**src/rtl/signed_divider.sv**
```systemverilog
// Sequential 8-bit signed restoring divider: one shift-subtract step per clock, 10-cycle latency.
// Optional multiplexed hex display built only when DIV_HEX_DISPLAY_EN is defined.
module signed_divider #(
   parameter int unsigned REFRESH_BITS = 16
) (
   input  logic       Clk,
   input  logic       Reset,
   input  logic       Load_B,
   input  logic       Execute,
   input  logic [7:0] Din,
   output logic [7:0] Qval,
   output logic [7:0] Rval,
   output logic [7:0] Bval,
   output logic       Done,
   output logic       DivZero,
   output logic       Ovf,
   output logic [7:0] hex_seg,
   output logic [3:0] hex_grid
);

   typedef enum logic [2:0] {
      StIdle,
      StLoad,
      StIter,
      StFix,
      StHold
   } state_e;

   state_e     r_state;
   state_e     w_state_next;

   logic [7:0] r_dvd;
   logic [7:0] r_bval;
   logic [7:0] r_q;
   logic [8:0] r_a;
   logic [2:0] r_cnt;
   logic       r_qsign;
   logic       r_rsign;
   logic [7:0] r_qval;
   logic [7:0] r_rval;
   logic       r_divzero;
   logic       r_ovf;

   logic [7:0] w_dmag;
   logic [7:0] w_bmag;
   logic [9:0] w_a_sh;
   logic [7:0] w_q_sh;
   logic       w_ge;
   logic [8:0] w_diff;
   logic       w_divzero;
   logic       w_ovf;

   // Two's-complement magnitude on 8 bits; -128 maps to 0x80, read as unsigned.
   assign w_dmag = r_dvd[7] ? -r_dvd : r_dvd;
   assign w_bmag = r_bval[7] ? -r_bval : r_bval;

   assign w_a_sh = {r_a, r_q[7]};
   assign w_q_sh = {r_q[6:0], 1'b0};
   assign w_ge   = (w_a_sh >= {2'b00, w_bmag});
   assign w_diff = w_a_sh[8:0] - {1'b0, w_bmag};

   assign w_divzero = (r_bval == 8'h00);
   assign w_ovf     = (r_dvd == 8'h80) && (r_bval == 8'hFF);

   always_ff @(posedge Clk) begin
      if (!Reset) begin
         r_state <= StIdle;
      end else begin
         r_state <= w_state_next;
      end
   end

   always_comb begin
      w_state_next = r_state;
      unique case (r_state)
         StIdle:  if (Execute) w_state_next = StLoad;
         StLoad:  w_state_next = StIter;
         StIter:  if (r_cnt == 3'd7) w_state_next = StFix;
         StFix:   w_state_next = StHold;
         StHold:  if (!Execute) w_state_next = StIdle;
         default: w_state_next = StIdle;
      endcase
   end

   always_ff @(posedge Clk) begin
      if (!Reset) begin
         r_dvd     <= 8'h00;
         r_bval    <= 8'h00;
         r_q       <= 8'h00;
         r_a       <= 9'h000;
         r_cnt     <= 3'd0;
         r_qsign   <= 1'b0;
         r_rsign   <= 1'b0;
         r_qval    <= 8'h00;
         r_rval    <= 8'h00;
         r_divzero <= 1'b0;
         r_ovf     <= 1'b0;
      end else begin
         unique case (r_state)
            StIdle: begin
               // Divisor is written on the same edge that starts a run, so LOAD sees the new value.
               if (Load_B) r_bval <= Din;
               if (Execute) r_dvd <= Din;
            end
            StLoad: begin
               r_q     <= w_dmag;
               r_a     <= 9'h000;
               r_cnt   <= 3'd0;
               r_qsign <= r_dvd[7] ^ r_bval[7];
               r_rsign <= r_dvd[7];
            end
            StIter: begin
               r_cnt <= r_cnt + 3'd1;
               if (w_ge) begin
                  r_a <= w_diff;
                  r_q <= {w_q_sh[7:1], 1'b1};
               end else begin
                  r_a <= w_a_sh[8:0];
                  r_q <= w_q_sh;
               end
            end
            StFix: begin
               r_divzero <= w_divzero;
               r_ovf     <= w_ovf;
               if (w_divzero) begin
                  r_qval <= 8'hFF;
                  r_rval <= r_dvd;
               end else if (w_ovf) begin
                  r_qval <= 8'h80;
                  r_rval <= 8'h00;
               end else begin
                  r_qval <= r_qsign ? -r_q : r_q;
                  r_rval <= r_rsign ? -r_a[7:0] : r_a[7:0];
               end
            end
            default: ;
         endcase
      end
   end

   assign Qval    = r_qval;
   assign Rval    = r_rval;
   assign Bval    = r_bval;
   assign Done    = (r_state == StHold);
   assign DivZero = r_divzero;
   assign Ovf     = r_ovf;

`ifdef DIV_HEX_DISPLAY_EN
   logic [REFRESH_BITS-1:0] r_refresh;
   logic [1:0]              r_digit;
   logic [7:0]              r_seg;
   logic [3:0]              r_grid;
   logic [3:0]              w_nibble;
   logic [6:0]              w_seg7;
   logic                    w_dp_n;

   always_comb begin
      w_nibble = r_rval[3:0];
      unique case (r_digit)
         2'd3:    w_nibble = r_qval[7:4];
         2'd2:    w_nibble = r_qval[3:0];
         2'd1:    w_nibble = r_rval[7:4];
         default: w_nibble = r_rval[3:0];
      endcase
   end

   // Active-high gfedcba codes, inverted for the active-low display.
   always_comb begin
      w_seg7 = 7'h00;
      unique case (w_nibble)
         4'h0: w_seg7 = 7'h3F;
         4'h1: w_seg7 = 7'h06;
         4'h2: w_seg7 = 7'h5B;
         4'h3: w_seg7 = 7'h4F;
         4'h4: w_seg7 = 7'h66;
         4'h5: w_seg7 = 7'h6D;
         4'h6: w_seg7 = 7'h7D;
         4'h7: w_seg7 = 7'h07;
         4'h8: w_seg7 = 7'h7F;
         4'h9: w_seg7 = 7'h6F;
         4'hA: w_seg7 = 7'h77;
         4'hB: w_seg7 = 7'h7C;
         4'hC: w_seg7 = 7'h39;
         4'hD: w_seg7 = 7'h5E;
         4'hE: w_seg7 = 7'h79;
         default: w_seg7 = 7'h71;
      endcase
   end

   assign w_dp_n = ~((r_digit == 2'd0) && (r_divzero || r_ovf));

   always_ff @(posedge Clk) begin
      if (!Reset) begin
         r_refresh <= '0;
         r_digit   <= 2'd0;
         r_seg     <= 8'hFF;
         r_grid    <= 4'hF;
      end else begin
         r_refresh <= r_refresh + {{(REFRESH_BITS - 1){1'b0}}, 1'b1};
         if (&r_refresh) r_digit <= r_digit + 2'd1;
         r_seg  <= {w_dp_n, ~w_seg7};
         r_grid <= ~(4'b0001 << r_digit);
      end
   end

   assign hex_seg  = r_seg;
   assign hex_grid = r_grid;
`else
   logic [REFRESH_BITS-1:0] w_unused_refresh;
   assign w_unused_refresh = '0;
   assign hex_seg  = 8'hFF;
   assign hex_grid = 4'hF;
`endif

endmodule

```
**config.mk**
```make
export PLATFORM = sky130hd
export DESIGN_NAME = signed_divider
export DESIGN_NICKNAME = d
export VERILOG_FILES = /design/src/rtl/signed_divider.sv
export SDC_FILE = /design/constraint.sdc
export NUM_CORES = 1
export LEC_CHECK = 0
export ABC_AREA = 0
export CAP_MARGIN = 20
export CORE_UTILIZATION = 53
export CTS_BUF_LIST = sky130_fd_sc_hd__clkbuf_2 sky130_fd_sc_hd__clkbuf_4 sky130_fd_sc_hd__clkbuf_8
export CTS_CLUSTER_SIZE = 30
export DETAILED_ROUTE_END_ITERATION = 16
export PLACE_DENSITY = 0.78
export SKIP_CTS_REPAIR_TIMING = 1
export SKIP_LAST_GASP = 1
export SLEW_MARGIN = 20
export SYNTH_ARGS = -nofsm -noshare
export SYNTH_HDL_FRONTEND = slang
export SYNTH_SLANG_ARGS = --single-unit
export TNS_END_PERCENT = 10
```
**constraint.sdc**
```tcl
create_clock -name Clk -period 6.35 [get_ports Clk]
set_clock_uncertainty 0.2 [all_clocks]
set_input_delay 0.9525 -clock Clk [delete_from_list [all_inputs] [get_ports Clk]]
set_output_delay 0.9525 -clock Clk [all_outputs]
set_load 0.05 [all_outputs]
```
==> results of run 1 <==
## state kept, by name, indices dropped and copies added, names as in the netlist, 3 cells and up
name	count
r_a	9
Bval	8
Qval	8
Rval	8
r_dvd	8
r_q	8
r_cnt	3
r_state	3
## per-layer routing
metal / part of all wire [%] / GRT usage [%] / vias to the layer above
li1: - / - / 1533
met1: 46 / 34.6 / 1507
met2: 46 / 41.2 / 123
met3: 5.9 / 5.93 / 15
met4: 1.5 / 8.95 / 0
met5: 0 / 0 / -
## synth_stat cells, drive strengths merged, types with 2 or more instances
library cell  instances
inv                  13
nor3b                 3
nor2b                 3
clkbuf               18
and2                  4
or4                   5
a222oi                2
o31ai                 7
nand3                 5
ha                   15
and3b                 2
a211oi                2
a32o                  3
nand4                 4
a31oi                 4
o21ai                17
o211ai               10
a221oi                8
o41ai                 3
or2                   3
or3                   6
nand2                76
xnor2                21
nand2b                3
o31a                  2
xor2                  6
or2b                  2
nor2                 27
nor4                  4
a22oi                11
mux2i                 3
a21oi                32
buf                  15
nor3                  5
o21a                  2
dfxtp                59
## stage by stage
step	cell area (um2)	util (%)	cells	power (W)	hold WS [ns]
2_1_floorplan	3460	-	429	0.000635	0.236
3_5_place_dp	3750	61.8	511	0.000685	0.272
3_3_place_gp	3750	61.8	511	0.000677	0.267
6_report	3950	65.2	526	0.00103	0.277
4_1_cts	3950	65.2	526	0.00103	0.280
5_1_grt	3950	65.2	526	0.00108	0.312
## worst max-delay path by stage
stage / start / endpoint / slack [ns] / depth (start not counted)
after global placement: Bval[2] / r_a[8] / 3.11 / 10
after CTS: Bval[2] / r_a[2] / 2.97 / 10
after detailed placement: Bval[2] / r_a[2] / 2.99 / 10
after floorplan: Bval[0] / r_a[8] / 3.05 / 12
after global routing: Bval[2] / r_a[2] / 2.67 / 10
final: Bval[2] / r_a[8] / 2.95 / 10
## final cells by class
| cell class | instances | area (um2) |
|---|---|---|
| multi-input cells | 324 | 2030 |
| clock inverters | 2 | 35.0 |
| repair buffers | 40 | 395 |
| clock buffers | 13 | 166 |
| well taps | 75 | 93.8 |
| inverters | 13 | 48.8 |
| flip-flops and latches | 59 | 1180 |
| fillers | 538 | 2110 |
## power by group
part	internal [W]	switching [W]
logic	0.000101	0.000164
registers	0.000387	0.0000296
clock network	0.000209	0.000141
## kinds of logic after synthesis
group | count (synthesis) | share of synthesized area [%]
DFF | 59 | 34.5
other | 1 | 0.110
AOI/OAI and AO/OA | 112 | 21.9
muxes | 3 | 0.878
buffers and inverters | 46 | 7.32
and+or+nand+nor | 154 | 22.2
adders and majority gates | 16 | 6.07
xor gates and xnor gates | 27 | 6.92
## placed cells by master, fill, tap and decap left out, drive strengths merged, types with 2 or more instances in the layout
master,n
and2,4
nand2,76
or4,5
mux2i,3
or2b,2
a221oi,8
o211ai,10
nand2b,3
ha,15
nor2b,3
a32o,3
o31a,2
o31ai,7
xnor2,21
nor4,4
a21oi,32
nand4,4
nand3,5
clkbuf,13
conb,12
and3b,2
o41ai,3
nor2,27
or3,6
xor2,6
or2,3
o21a,2
buf,2
a211oi,2
nor3,5
inv,13
dfxtp,59
a222oi,2
nor3b,3
a22oi,11
clkdlybuf4s50,38
a31oi,4
o21ai,17
## critical path, stage by stage (launching register included)
cell	delay [ns]
dfxtp_1	0.37
or3_1	0.46
nor3_1	0.20
nand2b_1	0.15
xor2_1	0.18
ha_1	0.33
a21oi_1	0.16
o21ai_0	0.11
or3_1	0.48
or2_2	0.39
a32o_1	0.27
==> run metrics, run 1 <==
status finished, final reports clean; Hold Path Depth 2; CTS tree yes; Fin. Hold Viols 0; routed length per instance 15.5 um; DR vias/cell 6.04; min Tclk post-route 3.40 ns; CP Max Fanout 13; layout net count 475; total CTS buffers 9; PD cells 261 nW/um2; Post-synth EDFFs 0; CP Data Required Time 6.38 ns; Worst-Skew Late Latency 0.34 ns; Worst slew margin 34.0%; Total Routed Length 8130 um; global-route wire length before repair 13100 um; register area share after synthesis 34.5%; largest net degree at the start of global routing 50; Via Count 3178; Row Count 28; r2r worst-path depth 10; #FFs+latches synth 59; Mapped Area 3420 um2; Synth Warn # 0; iteration count of the initial detailed-routing pass 5; layout cells sized above 1 5.99%; chip height 82.3 um; max_cap viols 0; Initial Util 56.4%; gpl congestion 0.877; nature of the critical path endpoint flip-flop; count of final max-slew check failures 0; drt drc 0; die area 6780 um2; worst hold path type reg -> reg; root buf cell clkbuf_8; Global Route Usage Sum 26.0%; Max Root-Sink Buffers 2; n_diodes 0; final setup violation count 0; Die X-Extent 82.3 um; WHS Endpoint Rval[6]; leakage power 1.47 nW; CORE AREA 6060 um2; Synth Flop Type dfxtp_1; Worst Slack Setup Final 2.95 ns; Reg2Reg Setup Slack 2.95 ns; Area Growth Syn to Fin 15.5%; I/O Pins 51; critical path type reg -> reg; Synth area leader dfxtp_1; gr ovfl total 0; Unique masters post-synth 57; Worst setup SP type flip-flop; post-place setup slack 2.99 ns; vias in the first global route 2769; FF-to-FF Start Bval[2]; hold_sp Rval[6]; mean post-synth cell area 8.18 um2; RSZ-0062 raised after global routing false; Synth area leaders dfxtp_1 (35%), nand2_1 (8.3%), ha_1 (5.5%); cells after synthesis 418; CP Data Arrival Time 3.44 ns; crit share post-route 53.6%; HPWL reported at the end of detailed placement 5790 um; CTS sink cnt 59; fmax 0.294 GHz; initial antenna violation count 0; Yosys top cell area share 34.5%; RR Endpoint r_a[8]; PortBufs 38; DRT iter0 DRCs 220; total negative slack 0 ns; H-tree Lvls 3; Clock transition at path regs 0.06 ns; fraction of registers with async set/reset 0%; Least-Margin Pin Slew 0.985 ns; Antenna Violating Nets Remaining 0; Max VDD drop 0.195 mV
Note: power is estimated with default switching activity, not from simulation.
==> run 2: changes to the inputs <==
==> constraint.sdc (replaced) <==
create_clock -name Clk -period 3.2 [get_ports Clk]
set_clock_uncertainty 0.2 [all_clocks]
set_input_delay 0.48 -clock Clk [delete_from_list [all_inputs] [get_ports Clk]]
set_output_delay 0.48 -clock Clk [all_outputs]
set_load 0.05 [all_outputs]
==> run 2 against run 1 <==
  * Routed wire length fell by 0.55%
  * Sequential share of layout area fell by 0.49 points
  * Sequential cell count did not move
  * Cell area rose by 2.1%
  * Largest power group unchanged
  * Highest routed layer unchanged
==> run metrics, run 2 (synthesis results as in run 1) <==
vias in the first global route 2982 (+7.7%); Design Area, Final 4030 um2 (+2.1%); crit share post-route 97.8% (+44 points); Clock transition at path regs 0.06 ns (about the same); Total Routed Length 8090 um (-0.55%); leakage power 1.52 nW (+3.0%); WL met2 3710 um (-1.3%); Fin. Hold Viols 0 (unchanged); Max Root-Sink Buffers 2 (unchanged); RR Endpoint r_a[8]; root buf cell clkbuf_8; FF-to-FF Start Bval[3]; Pwr Total 0.00205 W (+98%); total CTS buffers 9 (unchanged); Max VDD drop 0.300 mV (+54%); CP Data Arrival Time 3.15 ns (-0.29 ns); PD cells 508 nW/um2 (+94%); Least-Margin Pin Slew 0.675 ns (-0.310 ns); fillcell total 523 (-2.8%); Global Route Usage Sum 27.0% (+1.0 points); routed length per instance 15.1 um (-2.2%); DRT iter0 DRCs 257 (+17%); Top Layer Used met4; drt drc 0 (unchanged); Worst setup SP type flip-flop; Worst slew margin 54.8% (+21 points); iteration count of the initial detailed-routing pass 4 (-1); n_diodes 0 (unchanged); Reg2Reg Setup Slack 0.07 ns (-2.88 ns); fmax 0.319 GHz (+8.7%); global-route wire length before repair 13900 um (+6.4%); Row Count 28 (unchanged); Routed met1 length 3850 um (+2.0%); Area Growth Syn to Fin 17.9%; max FFs per register 9 (unchanged); PortBufs 38 (unchanged); worst hold path type reg -> reg; Initial Util 56.4% (unchanged); max_cap viols 0 (unchanged); initial antenna violation count 0 (unchanged); Worst setup endpoint r_a[8]; RSZ-0062 raised after global routing true; DR vias/cell 5.85 (-3.2%); multi-input logic area 2050 um2 (+0.92%); Antenna Violating Nets Remaining 0 (unchanged); Worst-Skew Late Latency 0.33 ns (about the same); I/O Pins 51 (unchanged); CTS tree yes; layout net count 485 (+2.1%); min Tclk post-route 3.13 ns (-0.272 ns); nature of the critical path endpoint flip-flop; critical path type reg -> reg; most common cell after layout, fill and taps aside nand2_1; CP Data Required Time 3.22 ns (-3.16 ns); HPWL reported at the end of detailed placement 5860 um (+1.3%); chip height 82.3 um (unchanged); gpl congestion 0.872 (-0.60%); Via Count 3129 (-1.5%); commonest non-fill, non-tap cells in the layout nand2_1 (76), dfxtp_1 (55), clkdlybuf4s50_1 (38), a21oi_1 (31), nor2_1 (27); die area 6780 um2 (unchanged); status finished, final reports clean; routed wl met3 442 um (-7.7%); register area 1190 um2 (+0.42%); largest net degree at the start of global routing 49 (-2.0%); r2r worst-path depth 10 (unchanged); H-tree Lvls 3 (unchanged); layout cells sized above 1 9.35% (+3.4 points); CTS sink cnt 59 (unchanged); Die X-Extent 82.3 um (unchanged); count of final max-slew check failures 0 (unchanged); Setup crit start Bval[3]; Area after DPL 3830 um2 (+2.1%); gr ovfl total 0 (unchanged); Largest Register r_a; CP Max Fanout 10 (-3); final setup violation count 0 (unchanged); CORE AREA 6060 um2 (unchanged)
run 2: worst max-delay path, stage by stage (launching register included):
cell and delay (ns):
dfxtp_2 0.35, or3_1 0.43, nor3_1 0.22, nand2b_1 0.15, xor2_1 0.15, ha_1 0.26
a21oi_1 0.12, o21ai_0 0.13, or3_4 0.40, or2_2 0.35, a32o_1 0.27
run 2: metrics by stage:
step                instances  setup WS [ns]  utilization [%]  hold WS (ns)  setup TNS [ns]
global route              535        -0.0673             66.5         0.314          -0.195
CTS                       535        -0.0348             66.2         0.286         -0.0450
detailed placement        521       -0.00972             63.2         0.277         -0.0122
floorplan                 429       0.000337                -         0.236               0
finish                    535         0.0700             66.5         0.289               0
global placement          521          0.131             63.2         0.266               0
run 2: worst min path at each step:
stage | to | start | depth (start not counted)
2_1_floorplan | r_a[8] | r_a[8] | 1
3_3_place_gp | Rval[6] | Rval[6] | 2
3_5_place_dp | Rval[1] | Rval[1] | 2
4_1_cts | Rval[1] | Rval[1] | 2
5_1_grt | r_a[8] | r_a[8] | 1
6_report | Rval[2] | Rval[2] | 2
run 2: final cells by class:
class                   instances  share of cell area (%)
clock buffers                  11                    3.60
clock inverters                 3                   0.993
inverters                      13                    1.21
multi-input cells             324                    50.8
flip-flops and latches         59                    29.4
well taps                      75                    2.33
repair buffers                 50                    11.7
run 2: per-layer routing:
layer  vias to the layer above  track usage, %
met5                         -               0
met4                         0            8.07
li1                       1553               -
met3                         8            6.26
met2                        83            43.7
met1                      1485            35.7
run 2: power by group:
part / internal [W] / switching (W)
clock network: 0.000378 / 0.000274
logic: 0.000231 / 0.000343
registers: 0.000769 / 0.0000531
